==> src/rtl/ball_box_if.sv <==
// Ball box handshake toward the screen drawer: one box per frame on valid/ready.
interface ball_box_if;
  logic       m_valid;
  logic       m_ready;
  logic [8:0] box_x;
  logic [8:0] box_y;
  logic [2:0] out_color;

  modport master (output m_valid, box_x, box_y, out_color, input m_ready);
  modport slave  (input m_valid, box_x, box_y, out_color, output m_ready);
endinterface

==> src/rtl/ball_location_processor.sv <==
// Pong ball mover: one position update per frame transfer, wall/paddle bounces,
// scoring with respawn, and a sticky game-over that freezes play until reset.
module ball_location_processor #(
  parameter logic [8:0]  BALL_SIZE        = 9'd4,
  parameter logic [8:0]  SCREEN_WIDTH     = 9'd320,
  parameter logic [8:0]  SCREEN_HEIGHT    = 9'd240,
  parameter logic [8:0]  LEFT_PADDLE_X    = 9'd0,
  parameter logic [8:0]  RIGHT_PADDLE_X   = 9'd310,
  parameter logic [8:0]  PADDLE_W         = 9'd10,
  parameter logic [8:0]  PADDLE_H         = 9'd48,
  parameter logic [8:0]  START_X          = 9'd158,
  parameter logic [8:0]  START_Y          = 9'd118,
  parameter logic [3:0]  WIN_SCORE        = 4'd7,
  parameter logic [31:0] FRAME_RATE_COUNT = 32'd3333332
) (
  input  logic             clock,
  input  logic             reset,
  input  logic [2:0]       in_color,
  input  logic [8:0]       left_paddle_y,
  input  logic [8:0]       right_paddle_y,
  ball_box_if.master       bus,
  output logic [3:0]       score_left,
  output logic [3:0]       score_right,
  output logic             point_scored,
  output logic             game_over
);

  typedef enum logic [1:0] {
    S_WAIT_TRANSACTION,
    S_UPDATE_POSITION,
    S_WAIT_FRAME_RATE_COUNT
  } state_e;

  state_e      state_q;
  logic        valid_q;
  logic [31:0] cnt_q;
  logic [8:0]  x_q, y_q;
  logic        dx_q, dy_q;
  logic [3:0]  sl_q, sr_q;
  logic        ps_q, go_q;

  logic [8:0]  x_d, y_d;
  logic        dx_d, dy_d;
  logic [3:0]  sl_d, sr_d;
  logic        ps_d;

  // 10-bit geometry so edge sums never wrap
  logic [9:0] x_right, y_bot;
  logic       ovl_left, ovl_right;

  assign x_right   = {1'b0, x_q} + {1'b0, BALL_SIZE};
  assign y_bot     = {1'b0, y_q} + {1'b0, BALL_SIZE};
  assign ovl_left  = (y_bot > {1'b0, left_paddle_y}) &&
                     ({1'b0, y_q} < ({1'b0, left_paddle_y} + {1'b0, PADDLE_H}));
  assign ovl_right = (y_bot > {1'b0, right_paddle_y}) &&
                     ({1'b0, y_q} < ({1'b0, right_paddle_y} + {1'b0, PADDLE_H}));

  always_comb begin
    x_d  = x_q;
    y_d  = y_q;
    dx_d = dx_q;
    dy_d = dy_q;
    sl_d = sl_q;
    sr_d = sr_q;
    ps_d = 1'b0;

    if (dy_q) begin
      if (y_bot == {1'b0, SCREEN_HEIGHT}) dy_d = 1'b0;
      else                                y_d  = y_q + 9'd1;
    end else begin
      if (y_q == 9'd0) dy_d = 1'b1;
      else             y_d  = y_q - 9'd1;
    end

    if (dx_q) begin
      if (x_right == {1'b0, RIGHT_PADDLE_X} && ovl_right) dx_d = 1'b0;
      else if (x_right == {1'b0, SCREEN_WIDTH}) begin
        sl_d = sl_q + 4'd1;
        ps_d = 1'b1;
      end else x_d = x_q + 9'd1;
    end else begin
      if ({1'b0, x_q} == ({1'b0, LEFT_PADDLE_X} + {1'b0, PADDLE_W}) && ovl_left) dx_d = 1'b1;
      else if (x_q == 9'd0) begin
        sr_d = sr_q + 4'd1;
        ps_d = 1'b1;
      end else x_d = x_q - 9'd1;
    end

    // respawn wins over the vertical step; serve heads toward the scorer
    if (ps_d) begin
      x_d  = START_X;
      y_d  = START_Y;
      dx_d = ~dx_q;
      dy_d = dy_q;
    end
  end

  always_ff @(posedge clock) begin
    if (reset) begin
      state_q <= S_WAIT_TRANSACTION;
      valid_q <= 1'b1;
      cnt_q   <= 32'd0;
      x_q     <= START_X;
      y_q     <= START_Y;
      dx_q    <= 1'b1;
      dy_q    <= 1'b1;
      sl_q    <= 4'd0;
      sr_q    <= 4'd0;
      ps_q    <= 1'b0;
      go_q    <= 1'b0;
    end else begin
      ps_q <= 1'b0;
      go_q <= go_q | (sl_q == WIN_SCORE) | (sr_q == WIN_SCORE);

      if (state_q == S_WAIT_TRANSACTION)   cnt_q <= 32'd0;
      else if (cnt_q != FRAME_RATE_COUNT)  cnt_q <= cnt_q + 32'd1;

      case (state_q)
        S_WAIT_TRANSACTION: begin
          if (bus.m_ready) begin
            state_q <= S_UPDATE_POSITION;
            valid_q <= 1'b0;
          end
        end
        S_UPDATE_POSITION: begin
          state_q <= S_WAIT_FRAME_RATE_COUNT;
          if (!go_q) begin
            x_q  <= x_d;
            y_q  <= y_d;
            dx_q <= dx_d;
            dy_q <= dy_d;
            sl_q <= sl_d;
            sr_q <= sr_d;
            ps_q <= ps_d;
          end
        end
        S_WAIT_FRAME_RATE_COUNT: begin
          if (cnt_q == FRAME_RATE_COUNT) begin
            state_q <= S_WAIT_TRANSACTION;
            valid_q <= 1'b1;
          end
        end
        default: begin
          state_q <= S_WAIT_TRANSACTION;
          valid_q <= 1'b1;
        end
      endcase
    end
  end

  assign bus.m_valid   = valid_q;
  assign bus.box_x     = x_q;
  assign bus.box_y     = y_q;
  assign bus.out_color = in_color;
  assign score_left    = sl_q;
  assign score_right   = sr_q;
  assign point_scored  = ps_q;
  assign game_over     = go_q;

endmodule

==> src/flat_wrapper.sv <==
// flat-port wrapper written by rule: the top's interface ports become plain ports
module ball_location_processor_flat 
#(
  parameter logic [8:0]  BALL_SIZE        = 9'd4,
  parameter logic [8:0]  SCREEN_WIDTH     = 9'd320,
  parameter logic [8:0]  SCREEN_HEIGHT    = 9'd240,
  parameter logic [8:0]  LEFT_PADDLE_X    = 9'd0,
  parameter logic [8:0]  RIGHT_PADDLE_X   = 9'd310,
  parameter logic [8:0]  PADDLE_W         = 9'd10,
  parameter logic [8:0]  PADDLE_H         = 9'd48,
  parameter logic [8:0]  START_X          = 9'd158,
  parameter logic [8:0]  START_Y          = 9'd118,
  parameter logic [3:0]  WIN_SCORE        = 4'd7,
  parameter logic [31:0] FRAME_RATE_COUNT = 32'd3333332
)
  (clock, reset, in_color, left_paddle_y, right_paddle_y, score_left, score_right, point_scored, game_over, bus_m_valid, bus_box_x, bus_box_y, bus_out_color, bus_m_ready);
  ball_box_if bus_i ();
  input  logic clock;
  input  logic reset;
  input  logic [2:0] in_color;
  input  logic [8:0] left_paddle_y;
  input  logic [8:0] right_paddle_y;
  output logic [3:0] score_left;
  output logic [3:0] score_right;
  output logic point_scored;
  output logic game_over;
  output wire logic [$bits(bus_i.m_valid)-1:0] bus_m_valid;
  output wire logic [$bits(bus_i.box_x)-1:0] bus_box_x;
  output wire logic [$bits(bus_i.box_y)-1:0] bus_box_y;
  output wire logic [$bits(bus_i.out_color)-1:0] bus_out_color;
  input wire logic [$bits(bus_i.m_ready)-1:0] bus_m_ready;
  assign bus_m_valid = bus_i.m_valid;
  assign bus_box_x = bus_i.box_x;
  assign bus_box_y = bus_i.box_y;
  assign bus_out_color = bus_i.out_color;
  assign bus_i.m_ready = bus_m_ready;
  ball_location_processor #(.BALL_SIZE(BALL_SIZE), .SCREEN_WIDTH(SCREEN_WIDTH), .SCREEN_HEIGHT(SCREEN_HEIGHT), .LEFT_PADDLE_X(LEFT_PADDLE_X), .RIGHT_PADDLE_X(RIGHT_PADDLE_X), .PADDLE_W(PADDLE_W), .PADDLE_H(PADDLE_H), .START_X(START_X), .START_Y(START_Y), .WIN_SCORE(WIN_SCORE), .FRAME_RATE_COUNT(FRAME_RATE_COUNT)) u_core (.clock(clock), .reset(reset), .in_color(in_color), .left_paddle_y(left_paddle_y), .right_paddle_y(right_paddle_y), .bus(bus_i), .score_left(score_left), .score_right(score_right), .point_scored(point_scored), .game_over(game_over));
endmodule
==> config.mk <==
export PLATFORM = sky130hd
export DESIGN_NAME = ball_location_processor_flat
export DESIGN_NICKNAME = d
export VERILOG_FILES = /design/src/rtl/ball_box_if.sv /design/src/rtl/ball_location_processor.sv /design/src/flat_wrapper.sv
export SDC_FILE = /design/constraint.sdc
export NUM_CORES = 1
export LEC_CHECK = 0
export CAP_MARGIN = 0
export CORE_ASPECT_RATIO = 0.75
export CORE_MARGIN = 4
export CORE_UTILIZATION = 55
export DETAILED_ROUTE_END_ITERATION = 16
export PLACE_DENSITY = 0.79
export SYNTH_ARGS = -nofsm -noshare
export SYNTH_HDL_FRONTEND = slang
export SYNTH_SLANG_ARGS = --single-unit
==> constraint.sdc <==
create_clock -name clock -period 6.25 [get_ports clock]
set_input_delay 1.25 -clock clock [delete_from_list [all_inputs] [get_ports clock]]
set_output_delay 1.25 -clock clock [all_outputs]
set_load 0.1 [all_outputs]
# ---- After elaboration in Yosys (flattened, before gate mapping)
# Index checks and enable logic that the tools add are counted.
dict set report classes {
  addsub 11
  order_cmp 4
  eq_ne 18
  muxes 28
  n_bitwise 8
  n_reduce_logical 17
}
# op count
set ops {}
lappend ops {{9-bit two-way mux} 10}
lappend ops {{32-bit by 1-bit adder with 32-bit output, second input constant} 1}
lappend ops {{32-bit by 22-bit == test with 1-bit output, second input constant} 1}
lappend ops {{32-bit by 22-bit inequality test with 1-bit output, second input constant} 1}
lappend ops {{9-bit by 3-bit adder with 10-bit output, second input constant} 2}
lappend ops {{9-bit by 6-bit adder with 10-bit output, second input constant} 2}
lappend ops {{10-bit by 9-bit == test with 1-bit output, second input constant} 2}
lappend ops {{10-bit by 9-bit greater-than comparator with 1-bit output} 2}
lappend ops {{9-bit by 10-bit less-than comparator with 1-bit output} 2}
lappend ops {{9-bit by 1-bit adder with 9-bit output, second input constant} 2}
lappend ops {{9-bit logical NOT} 2}
lappend ops {{9-bit by 1-bit subtractor with 9-bit output, second input constant} 2}
lappend ops {{1-bit two-way mux} 14}
lappend ops {{10-bit by 8-bit == test with 1-bit output, second input constant} 1}
lappend ops {{5-bit AND reduction} 2}
lappend ops {{9-bit by 4-bit == test with 1-bit output, second input constant} 1}
lappend ops {{3-bit by 1-bit inequality test with 1-bit output, second input constant} 3}
lappend ops {{3-bit inequality test, second input constant} 3}
lappend ops {{4-bit by 1-bit adder with 4-bit output, second input constant} 2}
lappend ops {{4-bit by 3-bit == test with 1-bit output, second input constant} 2}
lappend ops {{1-bit inverter} 6}
lappend ops {{2-bit case mux with 3 select lines} 1}
lappend ops {{3-bit AND reduction} 2}
lappend ops {{6-bit AND reduction} 1}
lappend ops {{other kinds (13)} 19}
dict set report totals {
  regBits 65
  in_bits 24
  word_cells 97
}

# ---- Logic depth before layout (Yosys ltp)
# Gate-level depths: netlist of run 1.
dict set report depth {
  depth_word 8
  depth_mapped 12
}

# ---- Worst setup path after synthesis of run 1
# No wires, ideal clock.
dict set report synth_timing {
  path_kind {register -> register}
  startpoint {register u_core.y_q[3] (netlist: u_core.bus.box_y[3])}
  endpoint {register u_core.x_q[1] (netlist: u_core.bus.box_x[1])}
  setup_ns 0.151
  arrival_ns 3.397
  t_required_ns 6.099
  path_slack_ns 2.702
  stages_incl_launch_ff 13
  cell_sequence {dfxtp_1 ha_1 nand3_1 nor2_1 xor2_1 ha_1 and3_1 and4_1 a22oi_1 nand4_1 and3_1 nor3_4 a22oi_1}
}
dict set report synth_between {
  elab_chain_len 8
}
# element line
set synth_rtl {}
lappend synth_rtl {{start, declared} ball_location_processor.sv:37} ;# logic [8:0] x_q, y_q;
lappend synth_rtl {{start signal, assigned} ball_location_processor.sv:129} ;# y_q <= y_d;
lappend synth_rtl {{9-bit by 3-bit adder with 10-bit output} ball_location_processor.sv:52} ;# assign y_bot = {1'b0, y_q} + {1'b0, BALL_SIZE};
lappend synth_rtl {{10-bit by 9-bit greater-than comparator with 1-bit output, on equally long branches} {ball_location_processor.sv:53, ball_location_processor.sv:55}}
lappend synth_rtl {{1-bit logical AND, on equally long branches} {ball_location_processor.sv:53, ball_location_processor.sv:55}}
lappend synth_rtl {{1-bit logical AND, on equally long branches} {ball_location_processor.sv:82, ball_location_processor.sv:76}}
lappend synth_rtl {{1-bit two-way mux, on equally long branches} {ball_location_processor.sv:82, ball_location_processor.sv:76}}
lappend synth_rtl {{1-bit two-way mux} ball_location_processor.sv:75} ;# if (dx_q) begin
lappend synth_rtl {{3-bit inequality test (no source line) or 3-bit by 1-bit inequality test with 1-bit output (tied branches)} --}
lappend synth_rtl {{6-bit AND reduction (no source line)} --}
lappend synth_rtl {{end signal, assigned} ball_location_processor.sv:103} ;# x_q <= START_X;
lappend synth_rtl {{end signal, assigned} ball_location_processor.sv:128} ;# x_q <= x_d;
lappend synth_rtl {{end, declared} ball_location_processor.sv:37}
# Parallel ways exist; a longest one is shown, timed or not.
# A chain may end at the register's enable or synchronous reset.

# ---- Worst setup path in the final report of run 1
dict set report layout_timing {
  startpoint {input port left_paddle_y[4]}
  endpoint {register u_core.x_q[2] (netlist: u_core.bus.box_x[2])}
}
dict set report layout_between {
  elab_chain_len 8
}
# element line
set layout_rtl {}
lappend layout_rtl {{start, declared} flat_wrapper.sv:21} ;# input logic [8:0] left_paddle_y;
lappend layout_rtl {{9-bit by 6-bit adder with 10-bit output} ball_location_processor.sv:54} ;# ({1'b0, y_q} < ({1'b0, left_paddle_y} + {1'b0, PADDLE_H}));
lappend layout_rtl {{9-bit by 10-bit less-than comparator with 1-bit output} ball_location_processor.sv:54}
lappend layout_rtl {{1-bit logical AND *} ball_location_processor.sv:53} ;# assign ovl_left = (y_bot > {1'b0, left_paddle_y}) &&
lappend layout_rtl {{1-bit logical AND *} ball_location_processor.sv:82} ;# if ({1'b0, x_q} == ({1'b0, LEFT_PADDLE_X} + {1'b0, PADDLE_W}) && ovl_left) dx_d = 1'b1;
lappend layout_rtl {{1-bit two-way mux} ball_location_processor.sv:82}
lappend layout_rtl {{1-bit two-way mux} ball_location_processor.sv:75}
lappend layout_rtl {{3-bit inequality test (no source line) or 3-bit by 1-bit inequality test with 1-bit output (tied branches)} --}
lappend layout_rtl {{6-bit AND reduction (no source line)} --}
# Every way passes the cells marked *; elsewhere a longest branch is shown, timed or not.

==> results.json, run 1 <==
{
  "outcome": "complete, no violations",
  "syn_nets": 624,
  "cpMaxStageDelayCell": "a21oi_1",
  "die_x_um": 113,
  "powerDensity_nw_per_um2": 169,
  "fmax_mhz": 243,
  "fillers": 689,
  "skew_ns": 0.00870,
  "clkSinkCount": 65,
  "path_cells": "clkdlybuf4s50_1 -> inv_1 -> ha_1 -> ha_1 -> and4b_1 -> o21ai_0 -> o211a_1 -> o311ai_1 -> o21ai_0 -> a21oi_1 -> a32oi_1",
  "cts_tree": "yes",
  "row_count": 28,
  "synth_edf_count": 0,
  "worstSetupEndpoint": "u_core.bus.box_x[2]",
  "insertion_delay_ns": 0.34,
  "worstSetupPathType": "in2reg",
  "grt_pass1_vias": 3917,
  "power_frac_seq_pct": 48.1,
  "die_area_um2": 9830,
  "min_period_ns": 4.11,
  "cp-start-kind": "input port",
  "setup_tns_ns": 0,
  "nets": 671,
  "final-hold-violation-count": 0,
  "relSlewSlack_pct": 34.4,
  "grt_max_degree": 33,
  "path_max_fanout": 8,
  "clockBufferDepth": 2,
  "r2r-end": "u_core.bus.box_x[2]",
  "antenna_left": 0,
  "coreArea_um2": 7990,
  "yosysTopAreaCellShare_pct": 28.5,
  "yosys_register_bits": 65,
  "setup_violations": 0,
  "syn_area_um2": 4560,
  "worstMarginPinSlew_ns": 0.981,
  "cts_hold_buf": 0,
  "clkTransAtPathRegs_ns": 0.07,
  "post_cts_resized": 0,
  "holdCritPathClass": "reg2reg",
  "postCtsSetupBuffers": 0,
  "cpPeakStageDelay_ns": 0.54,
  "p_sw_share_pct": 28.3,
  "antenna_found_initial": 0,
  "synthTopCellsByArea": "dfxtp_1, ha_1, xnor2_1, nor2_1, xor2_1",
  "vias": 4112,
  "r2r_cells": 12,
  "p_sw_mw": 0.252,
  "path_buf_inv": 2,
  "yosysTopAreaCell": "dfxtp_1",
  "startpoint": "left_paddle_y[4]",
  "routed_wl_um": 10800,
  "synthCells": 544,
  "p_comb_share_pct": 17.3,
  "final_common_cell": "nor2_1",
  "grt_pass1_wl_um": 18200,
  "p_int_mw": 0.640,
  "async_flop_share_pct": 0,
  "cts-root-buf": "clkbuf_8",
  "arrival_ns": 4.30,
  "r2r_start": "u_core.bus.box_y[3]",
  "ys_types": 62,
  "finalNonFillerCells": 699,
  "firstDrtPassIters": 5,
  "ys_warn_count": 0,
  "detail_route.drc_violations": 0,
  "dp_hpwl_um": 8340,
  "cts_max_level": 3,
  "pwr-share-clk_pct": 34.6,
  "grtUsageTotal_pct": 22.5,
  "routabilityCongestion": 0.882,
  "portBuffers": 49,
  "syn_to_final_growth_pct": 16.0,
  "antenna_cells": 0,
  "required_ns": 6.44,
  "initial_core_util_pct": 57.1,
  "place_inst": 685,
  "viasPerCell": 5.88,
  "cts_inserted_buffers": 9,
  "cap_violations": 0,
  "grt-ovfl-total": 0,
  "period_share_pct": 65.8,
  "drt-initial-drc-count": 267,
  "cp_num_cells": 11,
  "drive_gt1_share_pct": 5.05,
  "rrSetupSlack_ns": 2.87,
  "irDropWorstVdd_mv": 0.138,
  "die_y_um": 86.9,
  "ys_seq_area_share_pct": 28.5,
  "whs_ns": 0.524,
  "worstSetupEndpointType": "register",
  "synth_area_per_cell_um2": 8.38,
  "ys.flop_type": "dfxtp_1",
  "rsz0062_at_grt": "no",
  "avgRoutedWirePerCell_um": 15.4,
  "slew_violations": 0,
  "final_cell_mix": "nor2_1, dfxtp_1, ha_1",
  "io_pins": 56,
  "cellLeakagePower_nw": 2.11,
  "path_delay_family": "compound AO/OA/AOI/OAI gates"
}
==> metrics by stage <==
stage	setup WS [ns]	utilization, %	power, mW	area (um2)
global route	1.86	66.2	0.935	5290
global placement	2.01	64.1	0.584	5120
CTS	2.20	66.2	0.901	5290
detailed placement	1.85	64.1	0.591	5120
floorplan	2.70	-	0.553	4560
finish	2.14	66.2	0.892	5290
==> registers in the layout, summed over array words and instances (netlist names) <==
| name | flops |
|---|---|
| u_core.bus.box_x | 9 |
| u_core.bus.box_y | 9 |
| u_core.bus.m_valid | 1 |
| u_core.cnt_q | 32 |
| u_core.dx_q | 1 |
| u_core.dy_q | 1 |
| u_core.game_over | 1 |
| u_core.point_scored | 1 |
| u_core.score_left | 4 |
| u_core.score_right | 4 |
| u_core.state_q | 2 |
==> final cells by class <==
type | instances | area [um2] | share of cell area (%)
inverter | 32 | 120 | 2.27
multi-input combinational | 433 | 3070 | 58.0
clock buffer | 11 | 151 | 2.86
tap | 105 | 131 | 2.48
sequential | 65 | 1300 | 24.6
clock inverter | 3 | 17.5 | 0.331
timing repair buffer | 50 | 498 | 9.42
==> power groups by stage <==
stage	combinational, mW	sequential (mW)	clock (mW)
6_report	0.154	0.429	0.309
5_1_grt	0.168	0.430	0.337
2_1_floorplan	0.0895	0.464	0
4_1_cts	0.153	0.429	0.319
3_5_place_dp	0.152	0.438	0
3_3_place_gp	0.147	0.438	0
==> worst min path at each step <==
stage	startpoint	to	slack (ns)	depth (start not counted)
finish	u_core.cnt_q[19]	u_core.cnt_q[19]	0.52	2
global route	u_core.cnt_q[19]	u_core.cnt_q[19]	0.56	2
CTS	u_core.cnt_q[6]	u_core.cnt_q[6]	0.53	2
detailed placement	u_core.cnt_q[31]	u_core.cnt_q[31]	0.51	2
global placement	u_core.cnt_q[6]	u_core.cnt_q[6]	0.49	2
floorplan	u_core.cnt_q[6]	u_core.cnt_q[6]	0.47	2
==> worst min-delay path, stage by stage, from the launching register on <==
cell     delay, ns
dfxtp_1       0.34
o21ai_0       0.08
a21oi_1       0.06
==> logic make-up (layout without fill, tap and decap cells) <==
kind of cell	count (synthesis)	after routing	share of synthesized area, %
flops	65	65	28.5
xor+xnor	57	57	10.9
simple gates	219	219	25.2
buf+inv	46	96	4.25
mux	6	6	1.32
fa+ha+maj	56	56	15.7
compound gates	95	95	14.0
==> Yosys cell counts (all sizes together) (4+ instances only) <==
| cell type | n |
|---|---|
| a21o | 7 |
| or4 | 4 |
| ha | 54 |
| mux2i | 6 |
| nand3 | 23 |
| buf | 6 |
| a21oi | 27 |
| o21ai | 21 |
| xnor2 | 35 |
| and3 | 12 |
| inv | 32 |
| nor2 | 70 |
| nand4 | 14 |
| or3 | 6 |
| xor2 | 22 |
| o211ai | 4 |
| and4 | 4 |
| nand2 | 34 |
| dfxtp | 65 |
| o22a | 5 |
| nor4 | 6 |
| clkbuf | 8 |
| o21a | 4 |
| nor3 | 23 |
==> metal layers <==
metal  wire (um)  track usage, %  up-vias
met5           0               0        -
met4         112            5.79        0
met3         601            4.44       11
met2        5120            38.5      107
met1        4920            29.3     1945
li1            -               -     2049
Power figures use the tool's default switching activity.
==> run 2: changes to the inputs <==
clock period = 3.9 ns   (was 6.25 ns; I/O delays follow)
==> results.json, run 2 (synthesis gave the netlist of run 1 again) <==
{
  "outcome": "complete, no violations",
  "initial_core_util_pct": 57.1,
  "antenna_found_initial": 0,
  "die_area_um2": 9830,
  "worstMarginPinSlew_ns": 0.991,
  "drt-initial-drc-count": 251,
  "required_ns": 4.12,
  "antenna_cells": 0,
  "period_share_pct": 88.7,
  "irDropWorstVdd_mv": 0.300,
  "viasPerCell": 5.71,
  "pre_cts_slack_ns": 0.158,
  "routabilityCongestion": 0.937,
  "coreArea_um2": 7990,
  "multi_input_area_um2": 3070,
  "avgRoutedWirePerCell_um": 15.2,
  "grt-ovfl-total": 0,
  "antenna_left": 0,
  "final_cell_mix": "nor2_1, dfxtp_1, ha_1",
  "grt_max_degree": 33,
  "syn_to_final_growth_pct": 17.2,
  "worstSetupPathType": "in2reg",
  "rsz0062_at_grt": "no",
  "routed_wl_um": 10700,
  "powerDensity_nw_per_um2": 280,
  "cts_hold_buf": 0,
  "nets": 675,
  "grt_pass1_vias": 3893,
  "regMostFlops": "u_core.cnt_q",
  "die_y_um": 86.9,
  "dp_hpwl_um": 8200,
  "skew_ns": 0.00891,
  "portBuffers": 49,
  "slew_violations": 0,
  "clkSinkCount": 65,
  "fillers": 663,
  "setup_violations": 0,
  "fmax_mhz": 289,
  "detail_route.drc_violations": 0,
  "grtUsageTotal_pct": 22.2,
  "io_pins": 56,
  "final-hold-violation-count": 0,
  "drive_gt1_share_pct": 5.83,
  "cts_inserted_buffers": 9,
  "largest_register_ffs": 32,
  "seqCellArea_um2": 1300,
  "cellLeakagePower_nw": 2.15,
  "cp-start-kind": "input port",
  "clkTransAtPathRegs_ns": 0.08,
  "arrival_ns": 3.68,
  "worstSetupEndpointType": "register",
  "holdCritPathClass": "reg2reg",
  "path_max_fanout": 8,
  "postCtsSetupBuffers": 0,
  "cap_violations": 0,
  "cts_max_level": 3,
  "final_util_pct": 66.9,
  "cts-root-buf": "clkbuf_8",
  "setup_slack_ns": 0.441,
  "grt_pass1_wl_um": 18100,
  "min_period_ns": 3.46,
  "vias": 4023,
  "die_x_um": 113,
  "clockBufferDepth": 2,
  "insertion_delay_ns": 0.34,
  "final_common_cell": "nor2_1",
  "setup_tns_ns": 0,
  "whs_ns": 0.525,
  "cts_tree": "yes",
  "firstDrtPassIters": 5,
  "row_count": 28,
  "relSlewSlack_pct": 33.7,
  "post_cts_resized": 0
}
run 2: cell count changes in the layout (fill, tap and decap cells not counted):
cell	change
inv_6	+1
clkbuf_1	+1
clkbuf_8	-2
clkinvlp_4	-1
buf_4	+4
clkinv_4	+2
bufinv_16	+1
run 2: stage by stage:
stage               std cells  power, mW  cell area (um2)
floorplan                 544      0.887             4560
global placement          689      0.939             5150
detailed placement        689      0.946             5150
CTS                       705       1.51             5340
global route              705       1.56             5340
finish                    705       1.50             5340
run 2: metal layers:
| metal | global-route usage (%) | part of all wire [%] | vias to the layer above |
|---|---|---|---|
| met2 | 37.0 | 47 | 95 |
| li1 | - | - | 2058 |
| met5 | 0 | 0 | - |
| met4 | 4.59 | 0.39 | 0 |
| met1 | 30.0 | 48 | 1864 |
| met3 | 4.86 | 5.1 | 6 |
run 2: path summary, 6_finish.rpt:
kind / end / slack [ns] / start / cells after the start
setup / recovery: u_core.bus.box_x[6] / 0.44 / right_paddle_y[4] / 14
setup reg to reg: u_core.bus.box_x[6] / 0.64 / u_core.bus.box_y[3] / 13
hold / removal: u_core.cnt_q[19] / 0.53 / u_core.cnt_q[19] / 2
hold reg to reg: u_core.cnt_q[19] / 0.53 / u_core.cnt_q[19] / 2
run 2: critical path, cell delays in order:
cell and delay [ns]:
clkdlybuf4s50_1 0.55, inv_1 0.09, ha_1 0.23, nor3_1 0.18, xnor2_1 0.15, ha_1 0.27
a21oi_1 0.16, nand2_1 0.07, a221oi_1 0.32, nand4_1 0.19, nand3_1 0.16, a21oi_1 0.09
buf_4 0.18, a32o_1 0.26
run 2: final cells by class:
class | instances | share of cell area [%]
sequential | 65 | 24.4
clock buffer | 10 | 2.39
tap | 105 | 2.46
clock inverter | 6 | 1.24
inverter | 32 | 2.25
timing repair buffer | 54 | 9.88
multi-input combinational | 433 | 57.4
run 2: power by group:
group          internal, mW  switching, mW  total, mW
registers             0.672         0.0150      0.687
logic                0.0981          0.149      0.247
clock network         0.297          0.264      0.561
total                  1.07          0.428       1.50
==> run 3: changes to the inputs <==
PLACE_DENSITY = 0.89   (was 0.79)
==> results.json, run 3 (synthesis gave the netlist of run 1 again) <==
{
  "cts-root-buf": "clkbuf_8",
  "coreArea_um2": 7990,
  "post_cts_resized": 0,
  "cts_hold_buf": 0,
  "min_period_ns": 3.57,
  "rsz0062_at_grt": "no",
  "cts_tree": "yes",
  "irDropWorstVdd_mv": 0.300,
  "portBuffers": 49,
  "startpoint": "right_paddle_y[4]",
  "row_count": 28,
  "worstMarginPinSlew_ns": 1.27,
  "grt_max_degree": 33,
  "cp-start-kind": "input port",
  "slew_violations": 0,
  "cap_violations": 0,
  "final_cell_mix": "nor2_1, dfxtp_1, ha_1",
  "drt-initial-drc-count": 364,
  "antenna_cells": 0,
  "grt_pass1_vias": 3876,
  "syn_to_final_growth_pct": 17.8,
  "grt-ovfl-total": 0,
  "holdCritPathClass": "reg2reg",
  "cts_max_level": 3,
  "setup_violations": 0,
  "avgRoutedWirePerCell_um": 15.4,
  "relSlewSlack_pct": 15.1,
  "cts_inserted_buffers": 9,
  "period_share_pct": 91.5,
  "clkTransAtPathRegs_ns": 0.07,
  "powerDensity_nw_per_um2": 295,
  "worstSetupPathType": "in2reg",
  "drive_gt1_share_pct": 5.84,
  "clkSinkCount": 65,
  "postCtsSetupBuffers": 0,
  "die_x_um": 113,
  "worstSetupEndpointType": "register",
  "die_area_um2": 9830,
  "io_pins": 56,
  "pre_cts_slack_ns": 0.0392,
  "worstSetupEndpoint": "u_core.bus.box_x[6]",
  "viasPerCell": 5.87,
  "required_ns": 4.14,
  "fmax_mhz": 280,
  "routabilityCongestion": 0.937,
  "outcome": "complete, no violations",
  "rrSetupSlack_ns": 0.68,
  "cellLeakagePower_nw": 2.16,
  "clockBufferDepth": 2,
  "setup_tns_ns": 0,
  "grt_pass1_wl_um": 17900,
  "skew_ns": 0.00955,
  "initial_core_util_pct": 57.1,
  "setup_slack_ns": 0.330,
  "r2r_cells": 13,
  "regMostFlops": "u_core.cnt_q",
  "antenna_found_initial": 0,
  "arrival_ns": 3.81,
  "r2r-end": "u_core.bus.box_x[6]",
  "antenna_left": 0,
  "insertion_delay_ns": 0.35,
  "final_common_cell": "nor2_1",
  "firstDrtPassIters": 4,
  "routed_wl_um": 10800,
  "detail_route.drc_violations": 0,
  "die_y_um": 86.9,
  "largest_register_ffs": 32,
  "r2r_start": "u_core.bus.box_y[3]",
  "path_max_fanout": 8,
  "nets": 674,
  "vias": 4130,
  "hold_start": "u_core.cnt_q[19]",
  "grtUsageTotal_pct": 22.0,
  "final-hold-violation-count": 0,
  "dp_hpwl_um": 8300
}
[run 3: changes by cell type in the layout (fill, tap and decap cells not counted), sizes merged]
cell	before	now
inv	33	32
clkinv	4	2
clkinvlp	0	1
bufinv	1	2
clkbuf	10	11
buf	5	4
[run 3: layout make-up]
cell class                 instances  area, um2
clock buffer                      11        151
clock inverter                     5       77.6
fill                             642       2620
inverter                          32        120
multi-input combinational        433       3070
sequential                        65       1300
tap                              105        131
timing repair buffer              53        520
[run 3: per-layer routing]
metal | GRT usage, % | vias up | wire length [um]
li1 | - | 2052 | -
met1 | 28.4 | 1926 | 4980
met2 | 36.6 | 128 | 5020
met3 | 4.86 | 24 | 615
met4 | 8.08 | 0 | 217
met5 | 0 | - | 0
[run 3: worst min path at each step]
stage | end | slack (ns) | cells after the start
3_5_place_dp | u_core.cnt_q[6] | 0.49 | 2
6_report | u_core.cnt_q[19] | 0.51 | 2
3_3_place_gp | u_core.cnt_q[6] | 0.48 | 2
4_1_cts | u_core.cnt_q[6] | 0.51 | 2
2_1_floorplan | u_core.cnt_q[6] | 0.47 | 2
5_1_grt | u_core.bus.box_x[2] | 0.55 | 2
[run 3: critical path, stage by stage]
cell and delay, ns:
clkdlybuf4s50_1 0.54, inv_1 0.09, ha_1 0.23, nor3_1 0.19
xnor2_1 0.17, ha_1 0.30, a21oi_1 0.18, nand2_1 0.08
a221oi_1 0.36, nand4_1 0.20, nand3_1 0.17, a21oi_1 0.09
buf_4 0.18, a32o_1 0.25
[run 3: power by group]
group	leakage, nW	switching (mW)	internal (mW)
sequential	0.525	0.0151	0.672
combinational	1.51	0.150	0.0975
clock	0.115	0.258	0.392
[run 3: per-stage QoR]
step | instances | total power, mW | util [%] | hold WS, ns | instance area [um2]
global route | 704 | 1.64 | 67.2 | 0.548 | 5370
global placement | 688 | 0.936 | 64.4 | 0.484 | 5140
CTS | 704 | 1.59 | 67.2 | 0.512 | 5370
detailed placement | 688 | 0.946 | 64.4 | 0.494 | 5140
floorplan | 544 | 0.887 | - | 0.466 | 4560
finish | 704 | 1.59 | 67.2 | 0.510 | 5370
